### src/rtl/writeline_avalon_burst.sv
// Writeline link downstream stage: turns one 128-bit line write into a 4-beat
// 32-bit Avalon-MM burst, then pulses done and holds off new requests for a guard interval.
module writeline_avalon_burst #(
    parameter int DONE_GAP = 2
) (
    input  logic         clk,
    input  logic         rst,
    input  logic         writeline_do,
    output logic         writeline_done,
    input  logic [31:0]  writeline_address,
    input  logic [127:0] writeline_line,
    output logic [29:0]  avm_address,
    output logic         avm_write,
    output logic [31:0]  avm_writedata,
    output logic [3:0]   avm_byteenable,
    output logic [2:0]   avm_burstcount,
    input  logic         avm_waitrequest
);

    typedef enum logic [1:0] {
        ST_IDLE  = 2'd0,
        ST_WRITE = 2'd1,
        ST_GAP   = 2'd2
    } state_t;

    localparam logic [2:0] GAP_INIT = 3'(DONE_GAP);

    state_t         state_r, state_nxt_s;
    logic [1:0]     beat_r, beat_nxt_s;
    logic [2:0]     gap_cnt_r, gap_nxt_s;
    logic [127:0]   line_r, line_nxt_s;
    logic [29:0]    avm_address_r, addr_nxt_s;
    logic           avm_write_r, write_nxt_s;
    logic [31:0]    avm_writedata_r, wdata_nxt_s;
    logic           done_r, done_nxt_s;

    // Line-offset bits never reach the bus; the burst always covers a whole aligned line.
    logic           unused_addr_s;
    assign unused_addr_s = ^writeline_address[3:0];

    function automatic logic [31:0] word_sel(input logic [127:0] line, input logic [1:0] idx);
        case (idx)
            2'd0:    word_sel = line[31:0];
            2'd1:    word_sel = line[63:32];
            2'd2:    word_sel = line[95:64];
            2'd3:    word_sel = line[127:96];
            default: word_sel = 32'h0000_0000;
        endcase
    endfunction

    // Next-state and next-output computation; every Avalon output is registered.
    always_comb begin
        state_nxt_s = state_r;
        beat_nxt_s  = beat_r;
        gap_nxt_s   = gap_cnt_r;
        line_nxt_s  = line_r;
        addr_nxt_s  = avm_address_r;
        write_nxt_s = avm_write_r;
        wdata_nxt_s = avm_writedata_r;
        done_nxt_s  = 1'b0;
        case (state_r)
            ST_IDLE: begin
                if (writeline_do) begin
                    line_nxt_s  = writeline_line;
                    addr_nxt_s  = {writeline_address[31:4], 2'b00};
                    beat_nxt_s  = 2'd0;
                    write_nxt_s = 1'b1;
                    wdata_nxt_s = writeline_line[31:0];
                    state_nxt_s = ST_WRITE;
                end else begin
                    write_nxt_s = 1'b0;
                end
            end
            ST_WRITE: begin
                if (avm_write_r && !avm_waitrequest) begin
                    if (beat_r == 2'd3) begin
                        write_nxt_s = 1'b0;
                        done_nxt_s  = 1'b1;
                        gap_nxt_s   = GAP_INIT;
                        state_nxt_s = ST_GAP;
                    end else begin
                        beat_nxt_s  = beat_r + 2'd1;
                        wdata_nxt_s = word_sel(line_r, beat_r + 2'd1);
                    end
                end else begin
                    write_nxt_s = 1'b1;
                end
            end
            ST_GAP: begin
                // The link keeps do high until its delayed done arrives, so do is ignored here.
                if (gap_cnt_r == 3'd0) begin
                    state_nxt_s = ST_IDLE;
                end else begin
                    gap_nxt_s = gap_cnt_r - 3'd1;
                end
            end
            default: begin
                state_nxt_s = ST_IDLE;
                write_nxt_s = 1'b0;
            end
        endcase
    end

    // State and output registers with synchronous reset that aborts any burst in flight.
    always_ff @(posedge clk) begin
        if (rst) begin
            state_r         <= ST_IDLE;
            beat_r          <= 2'd0;
            gap_cnt_r       <= 3'd0;
            line_r          <= 128'd0;
            avm_address_r   <= 30'd0;
            avm_write_r     <= 1'b0;
            avm_writedata_r <= 32'd0;
            done_r          <= 1'b0;
        end else begin
            state_r         <= state_nxt_s;
            beat_r          <= beat_nxt_s;
            gap_cnt_r       <= gap_nxt_s;
            line_r          <= line_nxt_s;
            avm_address_r   <= addr_nxt_s;
            avm_write_r     <= write_nxt_s;
            avm_writedata_r <= wdata_nxt_s;
            done_r          <= done_nxt_s;
        end
    end

    assign writeline_done = done_r;
    assign avm_address    = avm_address_r;
    assign avm_write      = avm_write_r;
    assign avm_writedata  = avm_writedata_r;
    assign avm_byteenable = 4'hF;
    assign avm_burstcount = 3'd4;

endmodule

### config.mk
export PLATFORM = sky130hd
export DESIGN_NAME = writeline_avalon_burst
export DESIGN_NICKNAME = d
export VERILOG_FILES = /design/src/rtl/writeline_avalon_burst.sv
export SDC_FILE = /design/constraint.sdc
export NUM_CORES = 1
export LEC_CHECK = 0
export ABC_CLOCK_PERIOD_IN_PS = 3300
export CORE_MARGIN = 2
export CORE_UTILIZATION = 50
export DETAILED_ROUTE_END_ITERATION = 16
export PLACE_DENSITY = 0.87
export SETUP_SLACK_MARGIN = 0.05
export SLEW_MARGIN = 20
export SYNTH_ARGS = -nofsm -noshare
export SYNTH_HDL_FRONTEND = slang
export SYNTH_SLANG_ARGS = --single-unit
export TNS_END_PERCENT = 10
### constraint.sdc
create_clock -name clk -period 3.3 [get_ports clk]
set_input_delay 0.495 -clock clk [delete_from_list [all_inputs] [get_ports clk]]
set_output_delay 0.495 -clock clk [all_outputs]
set_load 0.02 [all_outputs]
==> flow_summary.json <==
{
  "status": "completed",
  "finalCritPeriodShare_pct": 70.3,
  "grt_pass1_vias": 7285,
  "cts_tree": "done",
  "power_frac_seq_pct": 47.2,
  "dpl_cell_area_sq_mm": 0.0105,
  "via_per_inst": 5.47,
  "drive_gt1_share_pct": 13.4,
  "switching_share_pct": 26.1,
  "fin_util_pct": 66.8,
  "final_max_slew_viol_count": 0,
  "ant_nets": 0,
  "min_path_type": "reg2reg",
  "nets": 1338,
  "grt_usage_pct": 25.2,
  "start_kind": "register",
  "holdCritStartpoint": "line_r[12]",
  "synth_ff_type": "dfxtp_1",
  "drc": 0,
  "ctsHoldBuffers": 0,
  "wl_per_cell_um": 16.4,
  "clock_latency_ns": 0.42,
  "reg2reg_to": "avm_writedata[3]",
  "netlist_area_sq_mm": 0.00854,
  "gp_congestion": 0.841,
  "n_fill_cell": 1364,
  "design_area_sq_mm": 0.0111,
  "core-area_sq_mm": 0.0166,
  "finalHoldViolations": 0,
  "critical_path_class": "reg2reg",
  "finalSetupViolCount": 0,
  "place_hpwl_mm": 15.3,
  "synth_common_cells": "nand2_1 (317), dfxtp_1 (197), a21oi_1 (162), nor2_1 (41), buf_2 (34)",
  "antenna_found_initial": 1,
  "ys_types": 39,
  "diodes": 0,
  "synth_edf_count": 0,
  "overflow": 0,
  "grt_pass1_wl_mm": 36.3,
  "r2r-start": "beat_r[0]",
  "cts.sinks": 197,
  "synth_area_leaders": "dfxtp_1 (46%), nand2_1 (14%), a21oi_1 (9.5%)",
  "post-route-min-period_ns": 2.32,
  "crit_path_end_kind": "register",
  "synth_top_area_share_pct": 46.2,
  "min_to": "line_r[12]",
  "port_buffers": 221,
  "cts_resized": 0,
  "die_y_um": 135,
  "max_cap_violations": 0,
  "combinationalPowerShare_pct": 16.5,
  "tightest_slew_ns": 1.05,
  "p_int_uw": 4070,
  "synth_cells": 1001,
  "instances_no_fill": 1400,
  "reg2regPathDepth": 7,
  "first_pass_iters": 6,
  "slew_headroom_pct": 29.7,
  "grt_max_degree": 137,
  "dieArea_sq_mm": 0.0181,
  "synth.most_common_cell": "nand2_1",
  "postCtsSetupRepairBufs": 0,
  "area_growth_pct": 30.1,
  "r2r_slack_ns": 0.98,
  "synth-async-reset-ratio_pct": 0,
  "power.switching_uw": 1430,
  "p_leak_uw": 0.00407,
  "numCtsBuffers": 17,
  "ys_warn_count": 0,
  "cts.path.max_buffers": 2,
  "fin_tns_setup_ns": 0,
  "vdd_drop_max_mv": 0.350,
  "drt_iter0_drc": 673,
  "critical_path_required_ns": 3.60,
  "cp.arrival_ns": 2.62,
  "pwr-share-clk_pct": 36.3,
  "max_freq_mhz": 431,
  "rows": 47,
  "vias": 7662,
  "num_io_pins": 235,
  "skew_ns": 0.00910,
  "fp.dieW_um": 135,
  "ys_seq_area_share_pct": 46.2,
  "cts-root-buf": "clkbuf_16",
  "initial_core_util_pct": 51.3,
  "htree_num_levels": 4,
  "clk_pin_slew_worst_paths_ns": 0.07,
  "syn-mean-instance-area_sq_um": 8.53,
  "synth-seq-cells": 197,
  "routed_wl_mm": 22.9,
  "whs_path_depth": 2,
  "power_density_mw_per_mm2": 495,
  "crit_fanout": 13,
  "rsz0062_at_grt": "false",
  "yosys.area.top_type": "dfxtp_1",
  "place_inst": 1369,
  "p_total_uw": 5500
}
critical path: stages, from the launching register on:
cell and delay [ns]:
dfxtp_1 0.38, inv_1 0.10, ha_1 0.30, buf_4 0.23, a222oi_1 0.61, nor2_2 0.11, a2111oi_2 0.38, nor3_2 0.08
worst max-delay path by stage:
stage | start | to | cells past startpoint
2_1_floorplan | beat_r[0] | avm_writedata[10] | 7
3_3_place_gp | writeline_do | line_r[102] | 6
3_5_place_dp | writeline_do | avm_address[25] | 6
4_1_cts | beat_r[0] | avm_writedata[3] | 7
5_1_grt | state_r[0] | line_r[41] | 5
6_report | beat_r[0] | avm_writedata[3] | 7
power groups by stage:
| stage | combinational (uW) | clock (uW) | sequential (uW) |
|---|---|---|---|
| floorplan | 475 | 0 | 2700 |
| detailed placement | 908 | 0 | 2650 |
| finish | 910 | 1990 | 2600 |
| global placement | 894 | 0 | 2640 |
| CTS | 912 | 2030 | 2600 |
| global route | 988 | 2140 | 2610 |
per-stage QoR:
stage	worst slack, ns	hold WS (ns)
after floorplan	1.57	0.432
after CTS	1.01	0.452
after global placement	0.683	0.437
after global routing	0.775	0.471
final	0.979	0.452
after detailed placement	0.643	0.443
registers in the layout (all words and copies together), names as in the netlist:
register        cells
state_r             2
beat_r              2
avm_writedata      32
writeline_done      1
line_r            128
avm_write           1
avm_address        28
gap_cnt_r           3
placed cells by master, fill, tap and decap left out, types with 2 or more instances in the layout:
cell             synthesis  layout
nor2_2                  30      30
buf_4                   10      11
and3_2                  14      14
clkbuf_16                0      17
conb_1                   2       9
clkinv_4                 0       2
nor4b_1                  2       2
nor2_1                  41      40
dfxtp_1                197     197
clkdlybuf4s50_1          0     220
and3_1                  18      18
a2111oi_0                2       2
nor3_2                  30      30
a222oi_1                32      32
buf_12                   3       4
inv_1                    6       6
nand3_1                  2       2
nand2_1                317     317
clkinv_2                 0       2
nor3_1                   2       2
clkbuf_8                 7       4
ha_1                     6       6
clkbuf_1                25       3
clkinvlp_4               0       2
a21oi_1                162     162
a2111oi_2               30      30
final cells by class:
type / instances / area [sq um] / area share, %
Clock buffer: 24 / 492 / 4.43
Timing Repair Buffer: 236 / 2380 / 21.4
Clock inverter: 7 / 72.6 / 0.653
Sequential cell: 197 / 3940 / 35.5
Tap cell: 220 / 275 / 2.48
Multi-Input combinational cell: 710 / 3930 / 35.4
Inverter: 6 / 22.5 / 0.203
layer usage:
layer	global-route usage [%]	routed length (um)
met5	0	12
met4	9.01	494
met3	6.19	1860
met1	34.4	10100
met2	38.8	10500
cells by family after synthesis:
kind of cell | after synthesis | share of synthesized area, %
other | 2 | 0.0880
AND/OR/NAND/NOR | 464 | 25.4
buffers and inverters | 101 | 8.26
adder cells (fa/ha/maj) | 6 | 0.879
AO/OA/AOI/OAI | 231 | 19.2
flip-flops | 197 | 46.2
(Power assumes the default switching activity.)
